`config.mk`:
```
export PLATFORM = sky130hd
export DESIGN_NAME = ram_bank_wb
export DESIGN_NICKNAME = d
export VERILOG_FILES = /design/src/rtl/ram_bank_wb_pkg.sv /design/src/rtl/ram_bank_wb_mux21.sv /design/src/rtl/ram_bank_wb.sv
export SDC_FILE = /design/constraint.sdc
export NUM_CORES = 1
export LEC_CHECK = 0
export BUFFER_PORTS_ARGS = -buffer_cell sky130_fd_sc_hd__buf_2
export CAP_MARGIN = 20
export CELL_PAD_IN_SITES_DETAIL_PLACEMENT = 1
export CELL_PAD_IN_SITES_GLOBAL_PLACEMENT = 1
export CORE_ASPECT_RATIO = 0.5
export CORE_UTILIZATION = 52
export CTS_CLUSTER_DIAMETER = 30
export CTS_CLUSTER_SIZE = 10
export DETAILED_ROUTE_END_ITERATION = 8
export GPL_TIMING_DRIVEN = 1
export PLACE_DENSITY_LB_ADDON = 0.1
export SETUP_SLACK_MARGIN = 0.05
export SYNTH_ARGS = -nofsm -noshare
export SYNTH_HDL_FRONTEND = slang
export SYNTH_SLANG_ARGS = --single-unit
```
`constraint.sdc`:
```
create_clock -name clk -period 12.5 [get_ports clk]
set_input_delay 1.25 -clock clk [delete_from_list [all_inputs] [get_ports clk]]
set_output_delay 1.25 -clock clk [all_outputs]
set_load 0.02 [all_outputs]
```
`src/rtl/ram_bank_wb_pkg.sv`:
```
// ---------------------------------------------------------------------------
// ram_bank_wb_pkg
// Purpose : shared defaults for the write-back RAM bank and its helpers.
// Contents: default address width, word width and bank depth, plus a word
//           type at the default width for code that works on whole words.
// ---------------------------------------------------------------------------
package ram_bank_wb_pkg;

  localparam int DEF_ADDR_BIT   = 3;
  localparam int DEF_DATA_BIT   = 16;
  localparam int DEF_MEM_HEIGHT = 8;

  typedef logic [DEF_DATA_BIT-1:0] word_t;

endpackage

```
`src/rtl/ram_bank_wb_mux21.sv`:
```
// ---------------------------------------------------------------------------
// mux21
// Purpose : generic 2:1 select, used in front of the RAM bank write port so
//           the datapath can pick between an external operand and a result.
// Ports   : a    - input chosen when sel = 0
//           b    - input chosen when sel = 1
//           sel  - select
//           y    - selected value (combinational)
// ---------------------------------------------------------------------------
module mux21
  import ram_bank_wb_pkg::*;
#(
  parameter int WIDTH = DEF_DATA_BIT
) (
  input  logic [WIDTH-1:0] a,
  input  logic [WIDTH-1:0] b,
  input  logic             sel,
  output logic [WIDTH-1:0] y
);

  // Pure combinational select; no state, so a registered value may be fed
  // back into b without creating a loop.
  always_comb begin
    y = a;
    if (sel) begin
      y = b;
    end
  end

endmodule

```
`src/rtl/ram_bank_wb.sv`:
```
// ---------------------------------------------------------------------------
// ram_bank_wb
// Purpose : register-file RAM bank with a synchronous write port, a
//           registered read port and a 2:1 write-data select, so a
//           read -> compute -> write-back loop can run every cycle.
// Ports   : clk     - clock, all state updates on the rising edge
//           rst     - asynchronous active-high reset (clears memory and d_r)
//           en      - bank enable, gates both ports
//           we, re  - write / read enables
//           sel     - write-data select: 0 = d_in, 1 = fb
//           d_in    - external write operand
//           fb      - fed-back write operand
//           addr_w  - write address
//           addr_r  - read address
//           d_w     - selected write data (combinational)
//           d_r     - registered read data
// ---------------------------------------------------------------------------
module ram_bank_wb
  import ram_bank_wb_pkg::*;
#(
  parameter int ADDR_BIT   = DEF_ADDR_BIT,
  parameter int DATA_BIT   = DEF_DATA_BIT,
  parameter int MEM_HEIGHT = DEF_MEM_HEIGHT
) (
  input  logic                clk,
  input  logic                rst,
  input  logic                en,
  input  logic                we,
  input  logic                re,
  input  logic                sel,
  input  logic [DATA_BIT-1:0] d_in,
  input  logic [DATA_BIT-1:0] fb,
  input  logic [ADDR_BIT-1:0] addr_w,
  input  logic [ADDR_BIT-1:0] addr_r,
  output logic [DATA_BIT-1:0] d_w,
  output logic [DATA_BIT-1:0] d_r
);

  // Depth held one bit wider than the address so a full 2^ADDR_BIT bank
  // still compares correctly.
  localparam logic [ADDR_BIT:0] HEIGHT = (ADDR_BIT + 1)'(MEM_HEIGHT);

  logic [DATA_BIT-1:0] mem [MEM_HEIGHT];
  logic                w_ok;
  logic                r_ok;

  mux21 #(
    .WIDTH (DATA_BIT)
  ) u_wsel (
    .a   (d_in),
    .b   (fb),
    .sel (sel),
    .y   (d_w)
  );

  // Address range checks; out-of-range writes are dropped and
  // out-of-range reads return zero.
  always_comb begin
    w_ok = ({1'b0, addr_w} < HEIGHT);
    r_ok = ({1'b0, addr_r} < HEIGHT);
  end

  // Memory array: cleared by reset, written with the selected data.
  always_ff @(posedge clk or posedge rst) begin
    if (rst) begin
      for (int i = 0; i < MEM_HEIGHT; i++) begin
        mem[i] <= '0;
      end
    end else if (en && we && w_ok) begin
      mem[addr_w] <= d_w;
    end
  end

  // Read register: samples the pre-edge memory contents, which gives
  // read-first behaviour when reading and writing the same address.
  always_ff @(posedge clk or posedge rst) begin
    if (rst) begin
      d_r <= '0;
    end else if (en && re) begin
      if (r_ok) begin
        d_r <= mem[addr_r];
      end else begin
        d_r <= '0;
      end
    end
  end

endmodule

```
==> out/metrics.csv <==
stage;metric;value;unit
global_route;largest net degree at the start of global routing;78;
routing;vias;4147;
floorplanning;Placement Rows;28;
floorplanning;Starting Density;54.9;%
clock_tree;CTS root buf;clkbuf_16;
timing;Finish-stage setup viols;0;
final_layout;nets;585;
setup_path;CP bufs+invs;2;
setup_path;Max FO, Critical Path;16;
place;Post-DP HPWL;10400;µm
setup_path;Critical Path Max Stage Delay;0.51;ns
timing;setup TNS;0;ns
clock_tree;Post-CTS Setup Bufs;0;
yosys;Cell Area, Synth;6670;µm²
yosys;Cells after Synth;463;
power;Peak VDD IR;84.9;µV
clock_tree;register clock-pin slew on the reported worst setup and hold paths;0.06;ns
global_route;first-pass GRT wire length;26400;µm
power;Leakage;3.60;nW
setup_path;worst-path cell chain;buf_2, mux2_1, buf_2;
final_layout;n_diodes;0;
routing;First DRT Iteration DRCs;208;
setup_path;cell repeated most along the worst path;buf_2;
timing;FMAX;273;MHz
status;outcome;finished clean;
setup_path;CP Launch Type;input pin;
timing;Final Hold Fails;0;
timing;RSZ-0062 raised after global routing;no;
setup_path;Critical Path AT;2.41;ns
timing;final period utilization;29.3;%
clock_tree;worst skew pair latency;0.42;ns
floorplanning;Die Y;82.1;µm
global_route;initial antenna violation count;0;
yosys;sequential-to-total area share from yosys stat;54.0;%
clock_tree;Num CTS Buffers;17;
timing;slew margin rel.;30.1;%
yosys;post-synthesis cell type count;21;
setup_path;Top delay family on crit path;buffers and inverters;
setup_path;Worst EP required;11.25;ns
power;PwrDens;185;nW/µm²
place;placer congestion estimate;0.727;
final_layout;Filler Cell Count;1166;
yosys;Syn. warnings;0;
setup_path;FF-to-FF Start;mem[30];
floorplanning;die area;13300;µm²
global_route;vias in the first global route;4513;
clock_tree;TritonCTS clock tree;yes;
global_route;gr usage total;27.9;%
place;Port-buffer cells;75;
clock_tree;quantity of gates resized following cts;0;
setup_path;Worst R2R End;d_r[14];
setup_path;Crit. path cell count;3;
setup_path;CP Capture Type;primary output;
final_layout;layout cells sized above 1;51.4;%
worst_hold_path;worst min-delay path startpoint;d_r[15];
yosys;syn_nets;507;
setup_path;CP max-delay cell;mux2_1;
timing;Final min period;3.66;ns
routing;Final ANT Viol Nets;0;
routing;DRT Wirelength;17100;µm
routing;Initial DRT Pass Iterations;4;
floorplanning;CORE AREA;12200;µm²
place;pre-CTS setup slack;8.83;ns
yosys;syn avg cell area;14.4;µm²
final_layout;Area Growth Syn to Fin;16.6;%
floorplanning;# IOs;76;
setup_path;CP Class;in2out;
setup_path;crit path capture;d_w[12];
worst_hold_path;hold path depth;2;
flow_run;Max-cap violations;0;
yosys;Seq cells post-synth;144;
clock_tree;Max clock buf depth;2;
clock_tree;sinks on the clock net;144;
worst_hold_path;Hold/Removal Path Class;reg2reg;
setup_path;reg2reg setup slack;11.38;ns
timing;clock skew;0.00826;ns
routing;Remaining DRCs;0;
setup_path;Setup crit start;sel;
floorplanning;Die X-Extent;162;µm
timing;Max Slew Vio Count;0;
global_route;total gr overflow;0;
clock_tree;hold bufs inserted after CTS;0;
timing;fin worst setup slack;8.84;ns
routing;post-DR wirelength/cell;23.9;µm
routing;DR vias/cell;5.78;
clock_tree;htree depth;4;
setup_path;worst-case reg-to-reg path depth;3;
timing;Slew @ Worst Pin;1.05;ns
## power breakdown
group | internal (mW) | switching [mW]
sequential | 0.581 | 0.0649
combinational | 0.153 | 0.124
clock | 0.313 | 0.201
total | 1.05 | 0.389
## layout make-up
cell class / instances / area, µm² / area share (%)
clock buffer: 18 / 429 / 5.52
clock inverter: 12 / 163 / 2.09
inverter: 1 / 8.76 / 0.113
multi-input combinational: 290 / 2900 / 37.3
sequential: 144 / 3600 / 46.3
tap: 165 / 206 / 2.65
timing repair buffer: 87 / 465 / 5.98
## synth_stat cells (all sizes together)
cell type  instances  area share [%]
nand3              1            0.15
or3                2            0.19
o22ai             16             1.5
buf               19             1.9
o31ai             16             1.8
nor2b              1           0.094
dfrtp            144              54
inv                1           0.056
clkbuf             9            0.51
nand2b             3            0.28
mux2             176              31
mux2i             32             4.8
nor2               7            0.62
nand3b             1            0.30
a22o              16             2.1
nand2             19             1.1
## through the flow
step / hold slack (ns) / util, % / area (µm²) / instances / total power [mW]
2_1_floorplan: 0.464 / - / 6670 / 463 / 0.842
4_1_cts: 0.483 / 64.0 / 7780 / 717 / 1.45
5_1_grt: 0.499 / 64.0 / 7780 / 717 / 1.50
3_5_place_dp: 0.469 / 59.1 / 7190 / 687 / 0.923
6_report: 0.483 / 64.0 / 7780 / 717 / 1.44
3_3_place_gp: 0.462 / 59.1 / 7190 / 687 / 0.906
## registers in the layout, summed over array words and instances, names as in the netlist
name / flops
d_r: 16
mem: 128
## worst min-delay path: cells and delay by family, from the launching register on
family	cells	cell delay, ns
simple gates	1	0.05
flops	1	0.34
compound gates	1	0.06
## how the worst min path moves through the flow
stage	to	slack, ns
final	d_r[15]	0.48
after global routing	d_r[0]	0.50
after CTS	d_r[2]	0.48
after detailed placement	d_r[2]	0.47
after global placement	d_r[2]	0.46
after floorplan	mem[117]	0.46
## per-layer routing
layer / up-vias / track usage (%) / wire length (µm)
met5: - / 0 / 0
met4: 0 / 8.68 / 200
met3: 17 / 6.26 / 882
met2: 115 / 45.5 / 8060
met1: 2159 / 37.8 / 7980
li1: 1856 / - / -
## layout by cell type, fill, tap and decap left out, drive strengths merged
cell type,Yosys,routed
mux2i,32,32
dfrtp,144,144
buf,19,87
nor2,7,7
a22o,16,16
bufinv,0,3
o22ai,16,16
clkinvlp,0,5
nand2,19,19
clkbuf,9,18
o31ai,16,16
or3,2,2
nor2b,1,1
inv,1,3
nand3,1,1
nand2b,3,3
nand3b,1,1
mux2,176,176
clkinv,0,2
## logic make-up after synthesis
family	Yosys count	synth area share, %
muxes	208	35.4
DFF	144	54.0
AOI/OAI and AO/OA	48	5.40
and+or+nand+nor	34	2.70
buffers and inverters	29	2.50
Power figures use the tool's default switching activity.
